==> config.mk <==
export PLATFORM = sky130hd
export DESIGN_NAME = ad_avg
export DESIGN_NICKNAME = d
export VERILOG_FILES = /design/src/rtl/ad_pkg.sv /design/src/rtl/ad_avg_ch.sv /design/src/rtl/ad_avg.sv
export SDC_FILE = /design/constraint.sdc
export NUM_CORES = 1
export LEC_CHECK = 0
export BUFFER_PORTS_ARGS = -buffer_cell sky130_fd_sc_hd__buf_2
export CORE_MARGIN = 2
export CORE_UTILIZATION = 59
export DETAILED_ROUTE_END_ITERATION = 10
export PLACE_DENSITY = 0.92
export SLEW_MARGIN = 20
export SYNTH_ARGS = -nofsm -noshare
export SYNTH_HDL_FRONTEND = slang
export SYNTH_SLANG_ARGS = --single-unit
==> constraint.sdc <==
create_clock -name clk50m -period 2.6 [get_ports clk50m]
set_clock_uncertainty 0.1 [all_clocks]
set_input_delay 0.52 -clock clk50m [delete_from_list [all_inputs] [get_ports clk50m]]
set_output_delay 0.52 -clock clk50m [all_outputs]
set_load 0.02 [all_outputs]
==> src/rtl/ad_pkg.sv <==
// Shared definitions for the dual-channel ADC window averager.
package ad_pkg;

    localparam int AD_W = 12;

    localparam logic [AD_W-1:0] CLIP_LO = 12'h000;
    localparam logic [AD_W-1:0] CLIP_HI = 12'hFFF;

    typedef enum logic [1:0] {
        IDLE = 2'd0,
        ACC  = 2'd1,
        OUT  = 2'd2
    } state_t;

    // A sample pinned at either rail means the front end was saturated.
    function automatic logic is_clip(input logic [AD_W-1:0] sample);
        return (sample == CLIP_LO) || (sample == CLIP_HI);
    endfunction

endpackage

==> src/rtl/ad_avg_ch.sv <==
// One channel of the averager: window accumulator, clip sticky bit and the
// published average/clip registers.
module ad_avg_ch
    import ad_pkg::*;
#(
    parameter int AVG_LOG2 = 4
) (
    input  logic            clk50m,
    input  logic            reset_n,
    input  logic [AD_W-1:0] sample,
    input  logic            acc_en,
    input  logic            clear,
    input  logic            publish,
    output logic [AD_W-1:0] avg,
    output logic            clip
);

    localparam int ACC_W = AD_W + AVG_LOG2;

    logic [ACC_W-1:0] acc_reg;
    logic             sticky_reg;

    always_ff @(posedge clk50m or negedge reset_n) begin
        if (!reset_n) begin
            acc_reg    <= '0;
            sticky_reg <= 1'b0;
            avg        <= '0;
            clip       <= 1'b0;
        end else begin
            // Publish reads the pre-clear accumulator, so both may fire together.
            if (publish) begin
                avg  <= acc_reg[AVG_LOG2 +: AD_W];
                clip <= sticky_reg;
            end
            if (clear) begin
                acc_reg    <= '0;
                sticky_reg <= 1'b0;
            end else if (acc_en) begin
                acc_reg    <= acc_reg + {{AVG_LOG2{1'b0}}, sample};
                sticky_reg <= sticky_reg | is_clip(sample);
            end
        end
    end

endmodule

==> src/rtl/ad_avg.sv <==
// Dual-channel ADC averager: strobe divider and window FSM driving two
// per-channel accumulate/divide slices.
module ad_avg
    import ad_pkg::*;
#(
    parameter int AVG_LOG2 = 4,
    parameter int DIV      = 50
) (
    input  logic            clk50m,
    input  logic            reset_n,
    input  logic            enable,
    input  logic [AD_W-1:0] ad_ch1,
    input  logic [AD_W-1:0] ad_ch2,
    output logic [AD_W-1:0] avg_ch1,
    output logic [AD_W-1:0] avg_ch2,
    output logic            avg_valid,
    output logic            clip_ch1,
    output logic            clip_ch2,
    output logic            busy
);

    localparam int              DIV_W    = 16;
    localparam logic [DIV_W-1:0] DIV_LAST = DIV_W'(DIV - 1);

    state_t              state_reg, state_next;
    logic [DIV_W-1:0]    div_cnt_reg;
    logic [AVG_LOG2-1:0] smp_cnt_reg;
    logic                avg_valid_reg;
    logic                strobe;
    logic                last_sample;
    logic                acc_en, clear, publish;

    assign strobe      = enable && (div_cnt_reg == DIV_LAST);
    assign last_sample = strobe && (smp_cnt_reg == {AVG_LOG2{1'b1}});

    always_ff @(posedge clk50m or negedge reset_n) begin
        if (!reset_n) begin
            div_cnt_reg <= '0;
        end else if (!enable || div_cnt_reg == DIV_LAST) begin
            div_cnt_reg <= '0;
        end else begin
            div_cnt_reg <= div_cnt_reg + 1'b1;
        end
    end

    always_ff @(posedge clk50m or negedge reset_n) begin
        if (!reset_n) begin
            smp_cnt_reg <= '0;
        end else if (state_reg != ACC) begin
            smp_cnt_reg <= '0;
        end else if (strobe) begin
            smp_cnt_reg <= smp_cnt_reg + 1'b1;
        end
    end

    always_ff @(posedge clk50m or negedge reset_n) begin
        if (!reset_n) begin
            state_reg <= IDLE;
        end else begin
            state_reg <= state_next;
        end
    end

    always_comb begin
        state_next = state_reg;
        if (!enable) begin
            state_next = IDLE;
        end else begin
            unique case (state_reg)
                IDLE:    state_next = ACC;
                ACC:     state_next = last_sample ? OUT : ACC;
                OUT:     state_next = ACC;
                default: state_next = IDLE;
            endcase
        end
    end

    always_comb begin
        acc_en  = (state_reg == ACC) && strobe;
        clear   = (state_reg != ACC);
        publish = (state_reg == OUT);
        busy    = (state_reg != IDLE);
    end

    // The pulse lands on the same edge the slices load their outputs.
    always_ff @(posedge clk50m or negedge reset_n) begin
        if (!reset_n) begin
            avg_valid_reg <= 1'b0;
        end else begin
            avg_valid_reg <= publish;
        end
    end

    assign avg_valid = avg_valid_reg;

    ad_avg_ch #(.AVG_LOG2(AVG_LOG2)) u_ch1 (
        .clk50m  (clk50m),
        .reset_n (reset_n),
        .sample  (ad_ch1),
        .acc_en  (acc_en),
        .clear   (clear),
        .publish (publish),
        .avg     (avg_ch1),
        .clip    (clip_ch1)
    );

    ad_avg_ch #(.AVG_LOG2(AVG_LOG2)) u_ch2 (
        .clk50m  (clk50m),
        .reset_n (reset_n),
        .sample  (ad_ch2),
        .acc_en  (acc_en),
        .clear   (clear),
        .publish (publish),
        .avg     (avg_ch2),
        .clip    (clip_ch2)
    );

endmodule

==> results by group <==
Global route
  – GR Overflow Total: 0
  – Largest net degree at the start of global routing: 48
  – Met2 usage: roughly 43%
  – GR Util met3: under 10%
  – Initial antenna violation count: 0
  – Total GRT Usage: between 20% and 30%
  – Busiest grt layer: met2
  – First-pass GRT wire length: approximately 18000 um
  – Number of global-route vias before repair: just under 4000
  – GRT met1 Usage: roughly a third

Drt
  – Drt first-iter violations: ~320
  – Final WL: roughly 11000 um
  – Via count: 3983
  – Via/cell ratio: around 6
  – Post-route ant nets: 0
  – Remaining DRCs: 0
  – First-pass DRT Iterations: 7
  – Routed WL per cell: 16.1 um

STA
  – RSZ-0062 raised after global routing: false
  – Final hold violation count: 0
  – Tightest Pin Transition: approximately 0.53 ns
  – Final Slew Violations: 0
  – Final Cycle Share: approximately nine tenths
  – Endpoints failing setup: 0
  – Max Fclk: around 420 MHz
  – Setup WS post-layout: about 0.21 ns
  – Post-route setup TNS: 0 ns
  – Tmin final: about 2.4 ns
  – Slew Limit Headroom: between 60 and 70%

Synth
  – Main flop type after synthesis: dfrtp_1
  – Yosys reg bits: 83
  – Gate Count Post-Synth: just under 500
  – Adder-Cell Fraction of Synth Area: around 8.1%
  – Async set-reset flop share out of synthesis: 100%
  – Post-synth top area share: between 40% and 50%
  – Largest family of logic cells by synthesized area: simple AND/OR/NAND/NOR gates
  – Synth Area in Simple Gates: 20.2%
  – Register area share after synthesis: ~44%
  – Yosys top cell by area: dfrtp_1
  – Post-synthesis mux area share: ~7.1%
  – Synth Area in Compound Gates: ~12%
  – Area of the mapped netlist: about 4700 um2
  – Synth Warn #: 0
  – Synth area leaders: dfrtp_1 (44%), ha_1 (7.2%), mux2_2 (6.0%), nand2_1 (5.0%), a21oi_1 (3.6%)
  – Synthesized Nets: between 500 and 600
  – XOR/XNOR Fraction of Synth Area: 5.61%
  – Post-synth EDFFs: 0
  – Syn avg cell area: 9.61 um2
  – Cell variety after synth: about 50

Clock tree
  – Max Buffers Root-to-Sink: 2
  – Clock Pin Slew Worst Setup and Hold Paths: approximately 0.090 ns
  – CTS H-Tree Depth: 3
  – Clock buffers created by TritonCTS: 9
  – Clock latency on the worst-skew pair: ~0.37 ns
  – Root Buffer: clkbuf_8
  – CTS sink cnt: a little over 80
  – Cts hold-fix bufs: 0
  – CTS tree: built

Placement
  – HPWL after detailed placement: 7600 um
  – Port bufs: 54
  – Place WS: -0.0877 ns
  – Placed instance area: between 5000 and 6000 um2
  – RePlAce Congestion: approximately 0.95

Final layout
  – Register area: around 2100 um2
  – Synthesis-to-layout area growth: 13.6%
  – Final instance area: about 5300 um2
  – Post-Route Utilization: ~69%
  – Nets: 604
  – Share of layout cells above drive strength 1: 20.3%
  – Filler cells: 563
  – Inserted Diodes: 0
  – Most common cell after layout, fill and taps aside: dfrtp_1
  – Multi-input logic area: 2500 um2
  – Most frequent cells in the layout: dfrtp_1 (83), nand2_1 (62), buf_2 (53)

Worst setup path
  – Worst R2R Setup Slack: approximately 0.21 ns
  – Slowest-stage cell, CP: dfrtp_1
  – CP Launch Type: flop
  – Buf/Inv on CP: 0
  – Crit path max fanout: 3
  – Critical R2R Capture: u_ch1.acc_reg[15]
  – Critical path's top delay family: compound AO/OA/AOI/OAI gates
  – Slowest Stage Delay on Critical Path: approximately 0.4 ns
  – R2R Path Start: u_ch1.acc_reg[1]
  – CP endpoint kind: flop
  – Crit path cell chain: ha_1 -> a211oi_1 -> o21ai_1 -> o2111a_1 -> a311oi_1 -> nor4bb_1 -> mux2i_1
  – Worst Reg-to-Reg Cells: 7
  – Req. time, crit path: roughly 2.7 ns
  – Crit path kind: flop to flop
  – Critical path arrival: about 2.5 ns

Pwr
  – Leak: roughly 2.6 nW
  – PwrDens: approximately 450 nW/um2
  – Worst VDD drop: 0.360 mV

Floorplan
  – Ports: 55
  – Die area: slightly below 9000 um2
  – Initial Util: 60.9%
  – Core area: a little under 8000 um2
  – Row count: 32
  – Die Y: 93.1 um
  – Die width: 93.1 um

Run status
  – Status: finished clean

Job
  – # Max-Cap Violations: 0

Worst hold path
  – Hold Path Class: primary input to asynchronous set/reset pin
==> worst max path at each step <==
stage / depth (start not counted) / to / startpoint / slack, ns
after CTS: 9 / u_ch1.acc_reg[8] / u_ch1.acc_reg[0] / 0.17
after detailed placement: 10 / u_ch1.acc_reg[8] / ad_ch1[0] / -0.09
after global placement: 10 / u_ch1.acc_reg[8] / ad_ch1[0] / 0.02
final: 7 / u_ch1.acc_reg[15] / u_ch1.acc_reg[1] / 0.21
after floorplan: 9 / u_ch1.acc_reg[8] / ad_ch1[0] / 0.23
after global routing: 7 / u_ch1.acc_reg[13] / u_ch1.acc_reg[1] / 0.03
==> per-stage QoR <==
| step | total power [W] | hold slack, ns | std cells |
|---|---|---|---|
| finish | 0.00241 | 0.0117 | 655 |
| global route | 0.00250 | 0.0381 | 655 |
| CTS | 0.00242 | 0.0320 | 655 |
| detailed placement | 0.00149 | 0.371 | 639 |
| global placement | 0.00148 | 0.361 | 639 |
| floorplan | 0.00141 | 0.124 | 487 |
==> report_power, final <==
part	internal [W]	switching (W)
Sequential	0.00129	0.00000597
Combinational	0.0000576	0.000108
Clock	0.000466	0.000475
==> cell usage after synthesis (all sizes together), types with 3 or more instances <==
library cell,count
o31ai,3
buf,5
nor4,9
and3,7
a21o,4
nor2,41
nand3,27
nand4,12
or3,3
mux2i,5
ha,27
o211ai,5
clkbuf,12
nand2b,9
a211oi,3
xnor2,14
nand2,62
nor3,7
a31oi,3
o21ai,25
inv,10
a21oi,34
o41ai,3
mux2,25
and2,4
o21a,3
a211o,3
nor2b,4
dfrtp,83
xor2,16
==> logic make-up (layout without fill, tap and decap cells) <==
logic type      Yosys count  after routing
simple gates            193            193
buf+inv                  27             93
flops                    83             83
fa+ha+maj                29             29
xor+xnor                 30             30
mux                      30             30
compound gates           95             95
==> area by class of cell <==
cell class,instances,area share [%]
clock buffer,11,2.66
clock inverter,5,0.988
inverter,10,0.706
multi-input combinational,377,47.0
sequential,83,39.1
tap,102,2.40
timing repair buffer,67,7.20
==> metal layers <==
| layer | share of wire (%) | vias up |
|---|---|---|
| li1 | - | 1866 |
| met5 | 0 | - |
| met2 | 50 | 162 |
| met3 | 6.6 | 22 |
| met1 | 42 | 1933 |
| met4 | 1.3 | 0 |
==> timing repair <==
item	4_1_cts	5_1_grt
endpoints found under the setup margin	0	1
setup buffers	0	0
resized for setup	0	1
Power figures use the tool's default switching activity.
